[config.mk]
export PLATFORM = sky130hd
export DESIGN_NAME = fetch_queue_stage
export DESIGN_NICKNAME = d
export VERILOG_FILES = /design/src/rtl/fetch_queue_stage.sv
export SDC_FILE = /design/constraint.sdc
export NUM_CORES = 1
export LEC_CHECK = 0
export BUFFER_PORTS_ARGS = -buffer_cell sky130_fd_sc_hd__buf_2
export CAP_MARGIN = 20
export CORE_ASPECT_RATIO = 0.75
export CORE_MARGIN = 2
export CORE_UTILIZATION = 57
export DETAILED_ROUTE_END_ITERATION = 8
export PLACE_DENSITY = 0.8
export REMOVE_ABC_BUFFERS = 1
export SLEW_MARGIN = 10
export SYNTH_ARGS = -nofsm -noshare
export SYNTH_HDL_FRONTEND = slang
export SYNTH_SLANG_ARGS = --single-unit
[constraint.sdc]
create_clock -name clk -period 3.55 [get_ports clk]
set_input_delay 0.5325 -clock clk [delete_from_list [all_inputs] [get_ports clk]]
set_output_delay 0.5325 -clock clk [all_outputs]
set_load 0.01 [all_outputs]
[src/rtl/fetch_queue_stage.sv]
// Fetch stage: PC, imem request issue, response FIFO, decode handshake.
// Optional combinational response bypass when FETCH_BYPASS_EN is defined.
module fetch_queue_stage #(
  parameter logic [31:0] RESET_PC = 32'h0000_0000,
  parameter int          DEPTH    = 4
) (
  input  logic        clk,
  input  logic        rst,
  output logic        imem_req,
  output logic [31:0] imem_addr,
  input  logic [31:0] imem_rdata,
  input  logic        redirect,
  input  logic [31:0] redirect_pc,
  output logic        valid_d,
  input  logic        ready_d,
  output logic [31:0] instr_d,
  output logic [31:0] pc_d,
  output logic [31:0] pcplus4_d
);

  localparam int AW = $clog2(DEPTH);
  localparam int CW = AW + 1;
  localparam logic [CW:0] DEPTH_W = (CW+1)'(DEPTH);

  typedef struct packed {
    logic [31:0] instr;
    logic [31:0] pc;
  } fq_ent_t;

  fq_ent_t       r_mem [DEPTH];
  logic [AW-1:0] r_rd;
  logic [AW-1:0] r_wr;
  logic [CW-1:0] r_count;
  logic [31:0]   r_pc;
  logic [31:0]   r_ipc;
  logic          r_inf;

  logic [CW:0]   w_occ;
  logic          w_req;
  logic          w_empty;
  logic          w_live;
  logic          w_byp;
  logic          w_valid;
  logic          w_pop;
  logic          w_enq;
  fq_ent_t       w_resp;
  fq_ent_t       w_head;
  logic          w_unused;

  assign w_unused = ^redirect_pc[1:0];

  // Reserve a slot for every outstanding read before issuing another.
  assign w_occ   = {1'b0, r_count} + {{CW{1'b0}}, r_inf};
  assign w_req   = !rst && !redirect && (w_occ < DEPTH_W);
  assign w_empty = (r_count == '0);
  assign w_live  = r_inf && !redirect && !rst;
  assign w_resp  = '{instr: imem_rdata, pc: r_ipc};

`ifdef FETCH_BYPASS_EN
  assign w_byp = w_empty && w_live;
`else
  assign w_byp = 1'b0;
`endif

  assign w_head  = w_byp ? w_resp : r_mem[r_rd];
  assign w_valid = !rst && (!w_empty || w_byp);
  assign w_pop   = w_valid && ready_d && !redirect && !w_empty;
  assign w_enq   = w_live && !(w_byp && ready_d);

  assign imem_req  = w_req;
  assign imem_addr = rst ? 32'h0 : r_pc;
  assign valid_d   = w_valid;
  assign instr_d   = rst ? 32'h0 : w_head.instr;
  assign pc_d      = rst ? 32'h0 : w_head.pc;
  assign pcplus4_d = pc_d + 32'd4;

  always_ff @(posedge clk) begin
    if (rst) begin
      r_pc    <= {RESET_PC[31:2], 2'b00};
      r_ipc   <= '0;
      r_inf   <= 1'b0;
      r_count <= '0;
      r_rd    <= '0;
      r_wr    <= '0;
    end else if (redirect) begin
      r_pc    <= {redirect_pc[31:2], 2'b00};
      r_inf   <= 1'b0;
      r_count <= '0;
      r_rd    <= '0;
      r_wr    <= '0;
    end else begin
      if (w_req) begin
        r_pc  <= r_pc + 32'd4;
        r_ipc <= r_pc;
      end
      r_inf <= w_req;
      if (w_enq) r_wr <= r_wr + 1'b1;
      if (w_pop) r_rd <= r_rd + 1'b1;
      unique case ({w_enq, w_pop})
        2'b10:   r_count <= r_count + 1'b1;
        2'b01:   r_count <= r_count - 1'b1;
        default: r_count <= r_count;
      endcase
    end
  end

  always_ff @(posedge clk) begin
    if (w_enq) r_mem[r_wr] <= w_resp;
  end

endmodule

==> results by group <==
STA
  • Worst slew margin: 0.5422
  • Setup Skew: 0.01138 ns
  • Max-slew violation count: 0
  • Period utilization: 0.9925
  • Fin Hold WS: 0.1967 ns
  • Fmax: 283.8 MHz
  • # setup viols final: 0
  • Final number of hold-violating endpoints: 0
  • Setup TNS after final layout: 0 ns
  • Tmin final: 3.523 ns
  • RSZ-0062 raised after global routing: true
  • Final WS setup: 0.02650 ns
  • Pin slew with the least headroom to its limit: 0.6841 ns

Place
  • # port buffers: 189
  • Final HPWL DP: 19340 um
  • Pre-CTS setup slack: 0.08696 ns
  • Gpl congestion: 0.8804

Setup path
  • Setup slack, reg-to-reg: 1.31 ns
  • WP data arrival: 2.99 ns
  • Critical setup path kind: reg2out
  • Startpoint types: flop
  • Crit-path max FO: 4
  • CP Data Required Time: 3.02 ns
  • Crit end category: output pin

Detailed routing
  • Drt wl/cell: 19.92 um
  • Drt total wl: 30730 um
  • DR vias/cell: 5.801
  • Vias: 8951
  • Iteration-0 DRC Markers: 986
  • Routed Antenna Nets: 0
  • First-pass DRT Iterations: 5
  • Number of remaining DRC errors: 0

Yosys
  • Post-Syn Area: 13680 um2
  • Most frequent cell after synthesis: edfxtp_1
  • Top-area cell type share of the netlist area: 0.5443
  • EDFF count, synth: 248
  • Most frequent cells after synthesis: edfxtp_1 (248), nand2_1 (113), nor2b_1 (75)
  • Asr flop ratio synth: 0
  • Yosys warnings: 0
  • Sequential-to-total area share from yosys stat: 0.6467
  • Mean Syn Cell Area: 13.82 um2
  • Syn Inst Count: 990
  • Main synth FF type: edfxtp_1
  • Synth unique cells: 62
  • Synth area leader: edfxtp_1
  • Top cells by area, synth: edfxtp_1 (54%), dfxtp_1 (10%), mux4_2 (8.4%), nor2b_1 (3.4%), nand2_1 (3.1%)
  • Post-synthesis sequential element count: 318

Flow run
  • Max cap viols: 0

Finish
  • Layout cells sized above 1: 0.3209
  • Nets: 1290
  • Layout area overhead: 21.07%
  • # diodes: 0

Global routing
  • GRT Total Usage: 0.2328
  • GR Layer Usage met3: 0.03688
  • Initial antenna violation count: 0
  • Global route overflow: 0
  • Met1 usage: 0.3304
  • Most used routing layer: met2
  • Global-route wire length before repair: 46380 um
  • Largest net degree at the start of global routing: 63
  • Met2 GRT Util: 0.3742
  • Vias in the first global route: 8594

Status
  • Outcome: finished clean

Floorplan
  • Core Area: 23790 um2
  • Starting density of the core: 0.5752
  • Die width: 182.9 um
  • Die height: 138.2 um
  • Die ar.: 25270 um2
  • I/O pin count: 198
  • Row count: 49

Power and ir drop
  • Worst VDD drop: 0.0003631 V
  • Logic pwr share: 0.043
  • Clock power share: 0.429
  • Tot Pwr: 0.007739 W
  • Leakage power: 6.146 nW
  • Psw: 0.001590 W
  • Cell-internal power: 0.006149 W
  • Reg power frac: 0.528
  • Switching fraction of total power: 0.2054
  • Cell area power density: 467.2 nW/um2

Clock tree
  • Clock slew at reported path FFs: 0.07 ns
  • CTS root buf: clkbuf_16
  • CTS Buf Count: 30
  • CTS tree: yes
  • Max H-tree Level: 1
  • Clock Tree Buf Depth: 3
  • Skew-Pair Late Insertion Delay: 0.55 ns
  • Sink Count: 318

Hold path
  • Min-delay worst type: in2reg
## per-stage QoR
step	util	cells	cell area, um2
final	0.6964	1543	16560
after global routing	0.6964	1543	16560
after CTS	0.6847	1525	16290
after detailed placement	0.6327	1462	15050
after global placement	0.6327	1462	15050
after floorplan	-	935	13390
## cells by family (layout without fill, tap and decap cells)
family          count (synthesis)  after routing  share of synthesized area
mux                            86             86                     0.1107
other cells                     1              6                  0.0002741
compound gates                109            109                    0.05002
xor+xnor                       33             33                    0.02113
simple gates                  352            352                     0.1343
fa+ha+maj                       8              8                   0.007864
flops                         318            318                     0.6467
buf+inv                        83            325                    0.02899
## routing by layer
layer  vias up  wire (um)
met5         -          0
met4         0        754
met3        64       2317
met2       400      14800
met1      4365      12860
li1       4122          -
## critical path, stage by stage (launching register included)
cell and delay [ns]:
dfxtp_4 0.38, mux4_2 0.54, nor2b_4 0.16, ha_4 0.16
nor3b_4 0.15, a32oi_4 0.29, nor2_4 0.09, nand3_1 0.14
nor2_1 0.07, xor2_1 0.26, buf_2 0.19
## power groups by stage
stage	clock [W]	sequential, W	combinational [W]
after floorplan	0	0.00415	0.000150
after global placement	0	0.00416	0.000312
after detailed placement	0	0.00416	0.000320
after CTS	0.00336	0.00408	0.000323
after global routing	0.00351	0.00409	0.000364
final	0.00332	0.00409	0.000331
## sequential cells by signal, indices dropped and copies added, names as in the netlist, named ones only
register  flops
r_mem       248
r_ipc        30
r_pc         30
r_count       3
r_rd          2
r_wr          2
r_inf         1
## cell usage in the layout (no fill, tap or decap), drive strengths merged, types with 10 or more instances in the layout
cell type / synthesis / layout
nand2b: 10 / 10
inv: 23 / 24
o21ai: 18 / 18
a21oi: 52 / 52
or3: 10 / 10
nor3: 13 / 13
nor2: 58 / 58
a31oi: 13 / 13
edfxtp: 248 / 248
buf: 30 / 245
nand3: 15 / 15
xnor2: 14 / 14
nor2b: 75 / 75
dfxtp: 70 / 70
mux4: 51 / 51
nand4: 13 / 13
xor2: 19 / 19
mux2: 12 / 12
and3: 11 / 11
mux2i: 23 / 23
clkbuf: 30 / 39
nand2: 113 / 113
## layout make-up
class                      instances  area, um2
inverter                          23      86.33
clock buffer                      38      812.0
multi-input combinational        594       4662
clock inverter                    17      219.0
sequential                       318       8856
tap                              306      382.9
fill                            1591       7223
timing repair buffer             247       1546
## worst paths after layout
| path | from | end | cells after the start |
|---|---|---|---|
| worst max-delay path | flop | pcplus4_d[14] | 10 |
| worst min-delay path | imem_rdata[18] | r_mem[1][50] | 1 |
| worst max register to register | r_pc[9] | r_pc[29] | 6 |
| worst min register to register | r_pc[13] | r_ipc[13] | 2 |
## timing repair
| action | in CTS | in global routing |
|---|---|---|
| buffers inserted | 7 | 17 |
| hold buffers | 0 | 0 |
| cloned | 1 | 1 |
| pin swaps | 5 | 16 |
| endpoints found under the setup margin | 21 | 16 |
| resized for setup | 20 | 22 |
Power figures use the tool's default switching activity.
